`src/rtl/pfl_reconf_ctrl.sv`:
```
// pfl_reconf_ctrl: requests the flash table read, latches the decoded image
// page, hands the shared flash bus to the PFL and triggers a reconfiguration
// from that page, then supervises CONF_DONE with timeout and retry.
// Optional feature macro FACTORY_FALLBACK_EN: after the retries on a non-zero
// page are exhausted, make one last attempt from the factory page 2'b00.
module pfl_reconf_ctrl #(
  parameter logic [15:0] STARTUP_DLY  = 16'd1000,
  parameter logic [15:0] RD_TIMEOUT   = 16'd256,
  parameter logic [7:0]  SETTLE_CYC   = 8'd8,
  parameter logic [7:0]  NRECONF_CYC  = 8'd16,
  parameter logic [23:0] CONF_TIMEOUT = 24'd1000000,
  parameter logic [1:0]  MAX_RETRY    = 2'd2,
  parameter logic [1:0]  DEFAULT_PAGE = 2'b00
) (
  input  logic       clk,
  input  logic       sys_reset,
  output logic       fc_rd_req,
  input  logic       rd_done,
  input  logic [1:0] pfl_str,
  input  logic       pfl_flash_access_request,
  output logic       pfl_flash_access_granted,
  output logic [1:0] pfl_page_sel,
  output logic       pfl_nreconfigure,
  input  logic       conf_done,
  output logic       busy,
  output logic       err
);

  typedef enum logic [2:0] {
    ST_STARTUP, ST_REQ, ST_SETTLE, ST_GRANT,
    ST_RECONF, ST_WAIT_DONE, ST_DONE, ST_FAIL
  } state_t;

  // Terminal counts: a phase of length L ends on the edge where cnt == L-1.
  localparam logic [23:0] STARTUP_LIM = 24'(STARTUP_DLY) - 24'd1;
  localparam logic [23:0] RD_LIM      = 24'(RD_TIMEOUT) - 24'd1;
  localparam logic [23:0] SETTLE_LIM  = 24'(SETTLE_CYC) - 24'd1;
  localparam logic [23:0] NRECONF_LIM = 24'(NRECONF_CYC) - 24'd1;
  localparam logic [23:0] CONF_LIM    = CONF_TIMEOUT - 24'd1;
  localparam logic [23:0] RETRY_MAX   = 24'(MAX_RETRY);

  state_t      state, state_nx;
  logic [23:0] cnt;
  logic [23:0] retry_cnt, retry_nx;
  logic        fb, fb_nx;
  logic        conf_done_p0, conf_done_p1;
  logic [1:0]  page_nx;
  logic        fc_nx, granted_nx, nreconf_nx, busy_nx, err_nx;

  function automatic logic [23:0] sat_inc(input logic [23:0] v);
    return (v == 24'hFF_FFFF) ? v : v + 24'd1;
  endfunction

  // conf_done crosses in asynchronously: two-flop synchroniser
  always_ff @(posedge clk or posedge sys_reset) begin
    if (sys_reset) begin
      conf_done_p0 <= 1'b0;
      conf_done_p1 <= 1'b0;
    end else begin
      conf_done_p0 <= conf_done;
      conf_done_p1 <= conf_done_p0;
    end
  end

  // State register and the phase counter, which restarts on every state change
  always_ff @(posedge clk or posedge sys_reset) begin
    if (sys_reset) begin
      state <= ST_STARTUP;
      cnt   <= '0;
    end else begin
      state <= state_nx;
      cnt   <= (state_nx != state) ? 24'd0 : sat_inc(cnt);
    end
  end

  // Next-state decode; a valid event always beats a coincident timeout
  always_comb begin
    state_nx = state;
    case (state)
      ST_STARTUP:   if (cnt == STARTUP_LIM) state_nx = ST_REQ;
      ST_REQ:       if (rd_done || cnt == RD_LIM) state_nx = ST_SETTLE;
      ST_SETTLE:    if (cnt == SETTLE_LIM) state_nx = ST_GRANT;
      ST_GRANT:     if (pfl_flash_access_request) state_nx = ST_RECONF;
      ST_RECONF:    if (cnt == NRECONF_LIM) state_nx = ST_WAIT_DONE;
      ST_WAIT_DONE: begin
        if (conf_done_p1) begin
          state_nx = ST_DONE;
        end else if (cnt == CONF_LIM) begin
          if (!fb && retry_cnt < RETRY_MAX) state_nx = ST_RECONF;
`ifdef FACTORY_FALLBACK_EN
          else if (!fb && pfl_page_sel != 2'b00) state_nx = ST_RECONF;
`endif
          else state_nx = ST_FAIL;
        end
      end
      ST_DONE:      state_nx = ST_DONE;
      ST_FAIL:      state_nx = ST_FAIL;
      default:      state_nx = ST_STARTUP;
    endcase
  end

  // Next values of the registered outputs, derived from the transition taken
  always_comb begin
    page_nx  = pfl_page_sel;
    retry_nx = retry_cnt;
    fb_nx    = fb;
    if (state == ST_REQ && state_nx == ST_SETTLE)
      page_nx = rd_done ? pfl_str : DEFAULT_PAGE;
    if (state == ST_WAIT_DONE && state_nx == ST_RECONF) begin
`ifdef FACTORY_FALLBACK_EN
      if (retry_cnt < RETRY_MAX) begin
        retry_nx = sat_inc(retry_cnt);
      end else begin
        page_nx  = 2'b00;
        retry_nx = '0;
        fb_nx    = 1'b1;
      end
`else
      retry_nx = sat_inc(retry_cnt);
`endif
    end
    fc_nx      = (state_nx != ST_REQ);
    granted_nx = (state_nx == ST_RECONF) || (state_nx == ST_WAIT_DONE);
    nreconf_nx = (state_nx != ST_RECONF);
    busy_nx    = (state_nx != ST_DONE) && (state_nx != ST_FAIL);
    err_nx     = err || (state_nx == ST_FAIL) || (state_nx == ST_DONE && fb_nx);
  end

  // Output and bookkeeping registers; reset drops the reconfigure pulse at once
  always_ff @(posedge clk or posedge sys_reset) begin
    if (sys_reset) begin
      fc_rd_req                <= 1'b1;
      pfl_flash_access_granted <= 1'b0;
      pfl_page_sel             <= DEFAULT_PAGE;
      pfl_nreconfigure         <= 1'b1;
      busy                     <= 1'b1;
      err                      <= 1'b0;
      retry_cnt                <= '0;
      fb                       <= 1'b0;
    end else begin
      fc_rd_req                <= fc_nx;
      pfl_flash_access_granted <= granted_nx;
      pfl_page_sel             <= page_nx;
      pfl_nreconfigure         <= nreconf_nx;
      busy                     <= busy_nx;
      err                      <= err_nx;
      retry_cnt                <= retry_nx;
      fb                       <= fb_nx;
    end
  end

endmodule

```
`config.mk`:
```
export PLATFORM = sky130hd
export DESIGN_NAME = pfl_reconf_ctrl
export DESIGN_NICKNAME = d
export VERILOG_FILES = /design/src/rtl/pfl_reconf_ctrl.sv
export SDC_FILE = /design/constraint.sdc
export NUM_CORES = 1
export LEC_CHECK = 0
export ABC_AREA = 1
export BUFFER_PORTS_ARGS = -buffer_cell sky130_fd_sc_hd__buf_4
export CORE_ASPECT_RATIO = 0.7
export CORE_MARGIN = 8
export CORE_UTILIZATION = 55
export CTS_BUF_LIST = sky130_fd_sc_hd__clkbuf_16
export DETAILED_ROUTE_END_ITERATION = 16
export GPL_TIMING_DRIVEN = 0
export PLACE_DENSITY_LB_ADDON = 0.12
export SLEW_MARGIN = 20
export SYNTH_ARGS = -nofsm -noshare
export SYNTH_HDL_FRONTEND = slang
export SYNTH_SLANG_ARGS = --single-unit
```
`constraint.sdc`:
```
create_clock -name clk -period 1.9 [get_ports clk]
set_input_delay 0.38 -clock clk [delete_from_list [all_inputs] [get_ports clk]]
set_output_delay 0.38 -clock clk [all_outputs]
set_load 0.01 [all_outputs]
```
==> flow_summary_export.csv <==
group,metric,value,unit
outcome,status,"finished, violations left",
outcome,violations,"setup timing",
layout,areaGrowthSynthToFinish,28.3,%
logic_synthesis,synth_top_area_frac,0.449,
cts,clk_path_buf_depth,2,
power,p_per_area,675,nW/um2
layout,fillCellCount,429,
route,postRouteWirelength,7.76,mm
floorplanning,num_rows,23,
logic_synthesis,synthArstFlopShare,1.00,
layout,final_nets,432,
route,firstDrtPassIters,4,
min_path,worstHoldPathType,"primary input to register",
critical_path,startpoint_type,"register",
critical_path,r2r-start,"cnt[8]",
power,total_power,2.75,mW
logic_synthesis,synthTopCellsByCount,"62 x nand2_1, 57 x dfrtp_1, 57 x nor2_1",
critical_path,r2r_end,"cnt[5]",
critical_path,crit_path_max_fanout,7,
floorplanning,core_area,5640,um2
power,max-vdd-ir-drop,0.000557,V
logic_synthesis,synth.net_count,388,
logic_synthesis,syn_area,3170,um2
cts,cts_tree,"done",
critical_path,r2r_slack,-0.1,ns
run,maxCapViolCount,0,
cts,clk_pin_slew_worst_paths,0.05,ns
critical_path,crit_path_start,"cnt[8]",
logic_synthesis,yosys_warnings,0,
logic_synthesis,syn_area_per_cell,8.38,um2
logic_synthesis,ys.flop_type,"dfrtp_1",
logic_synthesis,synth_seq_cells,60,
sta,rsz0062_at_grt,"yes",
critical_path,crit_required,2.16,ns
logic_synthesis,synth.most_common_cell,"nand2_1",
logic_synthesis,yosysUniqueCellTypes,33,
sta,max_slew.worst_pin.slew,0.731,ns
route,vias_per_cell,5.38,
logic_synthesis,synth.area.top_cells,"dfrtp_1 45%, nand2_1 7.3%, nor2_4 7.1%, nor2_1 6.7%, inv_1 4.8%",
cts,root_buffer,"clkbuf_16",
route,ant_nets,0,
route,drtIter0Drc,179,
layout,diodes,0,
floorplanning,die_h,79.6,um
power,p_leak,1.88,nW
placed_design,hpwl,4.77,mm
placed_design,io_buffer_count,13,
floorplanning,dieArea,8500,um2
sta,setup_ws,-0.0963,ns
logic_synthesis,synth_area_leader_cell,"dfrtp_1",
critical_path,arrival,2.25,ns
global_routing,grt.total_usage,0.187,
route,drc,0,
sta,post-route-period-util,1.05,
global_routing,grt_max_degree,61,
global_routing,overflow,0,
critical_path,end_kind,"register",
route,wl_per_cell,15.4,um
floorplanning,ios,14,
critical_path,reg2reg_depth,9,
global_routing,grt_pass1_vias,2587,
critical_path,cp_slowest_cell,"dfrtp_2",
sta,fmax,501,MHz
cts,htreeDepth,3,
sta,fin_crit,2.00,ns
cts,hold_buffers,0,
sta,finalHoldViolations,0,
logic_synthesis,synth_cells,379,
placed_design,routabilityCongestion,0.909,
global_routing,antenna_found_initial,0,
cts,clkLatencyLatePin,0.33,ns
floorplanning,die_w,107,um
floorplanning,start_util,0.563,
layout,drive_gt1_frac,0.320,
layout,fin_cells,503,
cts,cts.sinks,60,
sta,setup_viol,23,
global_routing,grt_first_pass_wirelength,12.4,mm
critical_path,path_cells,"nand2_1 > nor2_1 > nand4_1 > o31ai_2 > nand3_2 > nand2_4 > nand2_8 > clkbuf_16 > nor2_4",
logic_synthesis,synth_edf_count,0,
logic_synthesis,yosysSeqAreaShare,0.474,
critical_path,critPathKind,"register to register",
route,num_vias,2708,
cts,cts_made_buffers,9,
critical_path,critPathMaxStageDelay,0.45,ns
sta,final_max_slew_viol_count,0,
sta,max_slew_margin,0.513,
placed_design,placed_cells_incl_taps,467,
critical_path,endpoint,"cnt[5]",
sta,fin_skew,0.00764,ns
[worst max-delay path, delay by kind of cell, from the launching register on]
kind	cells	cell delay [ns]
AND/OR/NAND/NOR	7	0.94
flip-flops	1	0.45
AO/OA/AOI/OAI	1	0.34
buffers and inverters	1	0.19
[per-stage QoR]
stage	hold slack [ns]	setup TNS [ns]	setup slack [ns]	area, um2	utilization
floorplan	0.331	0	0.0403	3170	-
global placement	0.340	-44.35	-0.674	3370	0.597
detailed placement	0.337	-7.57	-0.358	3370	0.597
CTS	0.155	-0.815	-0.0724	3910	0.693
global route	0.152	-4.10	-0.198	4070	0.722
finish	0.159	-1.70	-0.0963	4070	0.722
[routing by layer]
| layer | up-vias | GRT usage | share of wire |
|---|---|---|---|
| li1 | 1282 | - | - |
| met1 | 1316 | 0.236 | 0.44 |
| met2 | 93 | 0.290 | 0.46 |
| met3 | 17 | 0.0597 | 0.075 |
| met4 | 0 | 0.0797 | 0.019 |
| met5 | - | 0 | 0 |
[report_power, final]
group	switching, mW	total (mW)	internal, mW
sequential	0.000850	1.28	1.28
combinational	0.0296	0.0390	0.00941
clock	0.565	1.43	0.863
total	0.596	2.75	2.15
[logic make-up (layout without fill, tap and decap cells)]
family,count (synthesis),after routing,share of synthesized area
buffers and inverters,67,116,0.0899
flip-flops,60,60,0.474
multiplexers,1,1,0.00355
adder cells (fa/ha/maj),2,2,0.00788
AO/OA/AOI/OAI,31,31,0.0556
XOR/XNOR,9,9,0.0248
AND/OR/NAND/NOR,209,209,0.344
[worst min path at each step]
stage                            start           end  slack [ns]  depth (start not counted)
after detailed placement  conf_done_p0  conf_done_p1        0.34                          0
after CTS                    conf_done  conf_done_p0        0.16                          1
final                        conf_done  conf_done_p0        0.16                          1
after global placement    conf_done_p0  conf_done_p1        0.34                          0
after floorplan           conf_done_p0  conf_done_p1        0.33                          0
after global routing         conf_done  conf_done_p0        0.15                          1
[flip-flops by register name (all words and copies together) (netlist names)]
register / cells
pfl_flash_access_granted: 1
cnt: 24
conf_done_p0: 1
state: 3
retry_cnt: 24
pfl_nreconfigure: 1
err: 1
fc_rd_req: 1
busy: 1
pfl_page_sel: 2
conf_done_p1: 1
[area by class of cell]
type / count / area [um2] / area share
Buffer: 23 / 106 / 0.0261
Clock buffer: 9 / 225 / 0.0553
Clock inverter: 7 / 37.5 / 0.00921
Inverter: 43 / 164 / 0.0402
Multi-Input combinational cell: 252 / 1640 / 0.402
Sequential cell: 60 / 1510 / 0.371
Tap cell: 75 / 93.8 / 0.0230
Timing Repair Buffer: 34 / 297 / 0.0728
[layout by cell type, fill, tap and decap left out, drive strengths merged]
cell type  count
buf           34
nand2         69
xnor2          4
ha             2
nor3          11
nor2          81
dfrtp         57
clkinv         3
nor3b          1
o31ai          1
mux2           1
clkbuf        32
dfstp          3
inv           45
nand3b         1
o21ai         17
and3           1
nor4           1
clkinvlp       2
a211oi         1
xor2           5
a21oi          4
o21bai         5
nand4         10
nand3         34
o22ai          3
[timing repair]
item,4_1_cts,5_1_grt
pin swaps,14,15
setup endpoints to repair,31,29
gates cloned,1,1
buffers inserted,13,7
resized for setup,33,38
hold endpoints to repair,0,0
No activity file was read; power rests on OpenSTA's default activity.
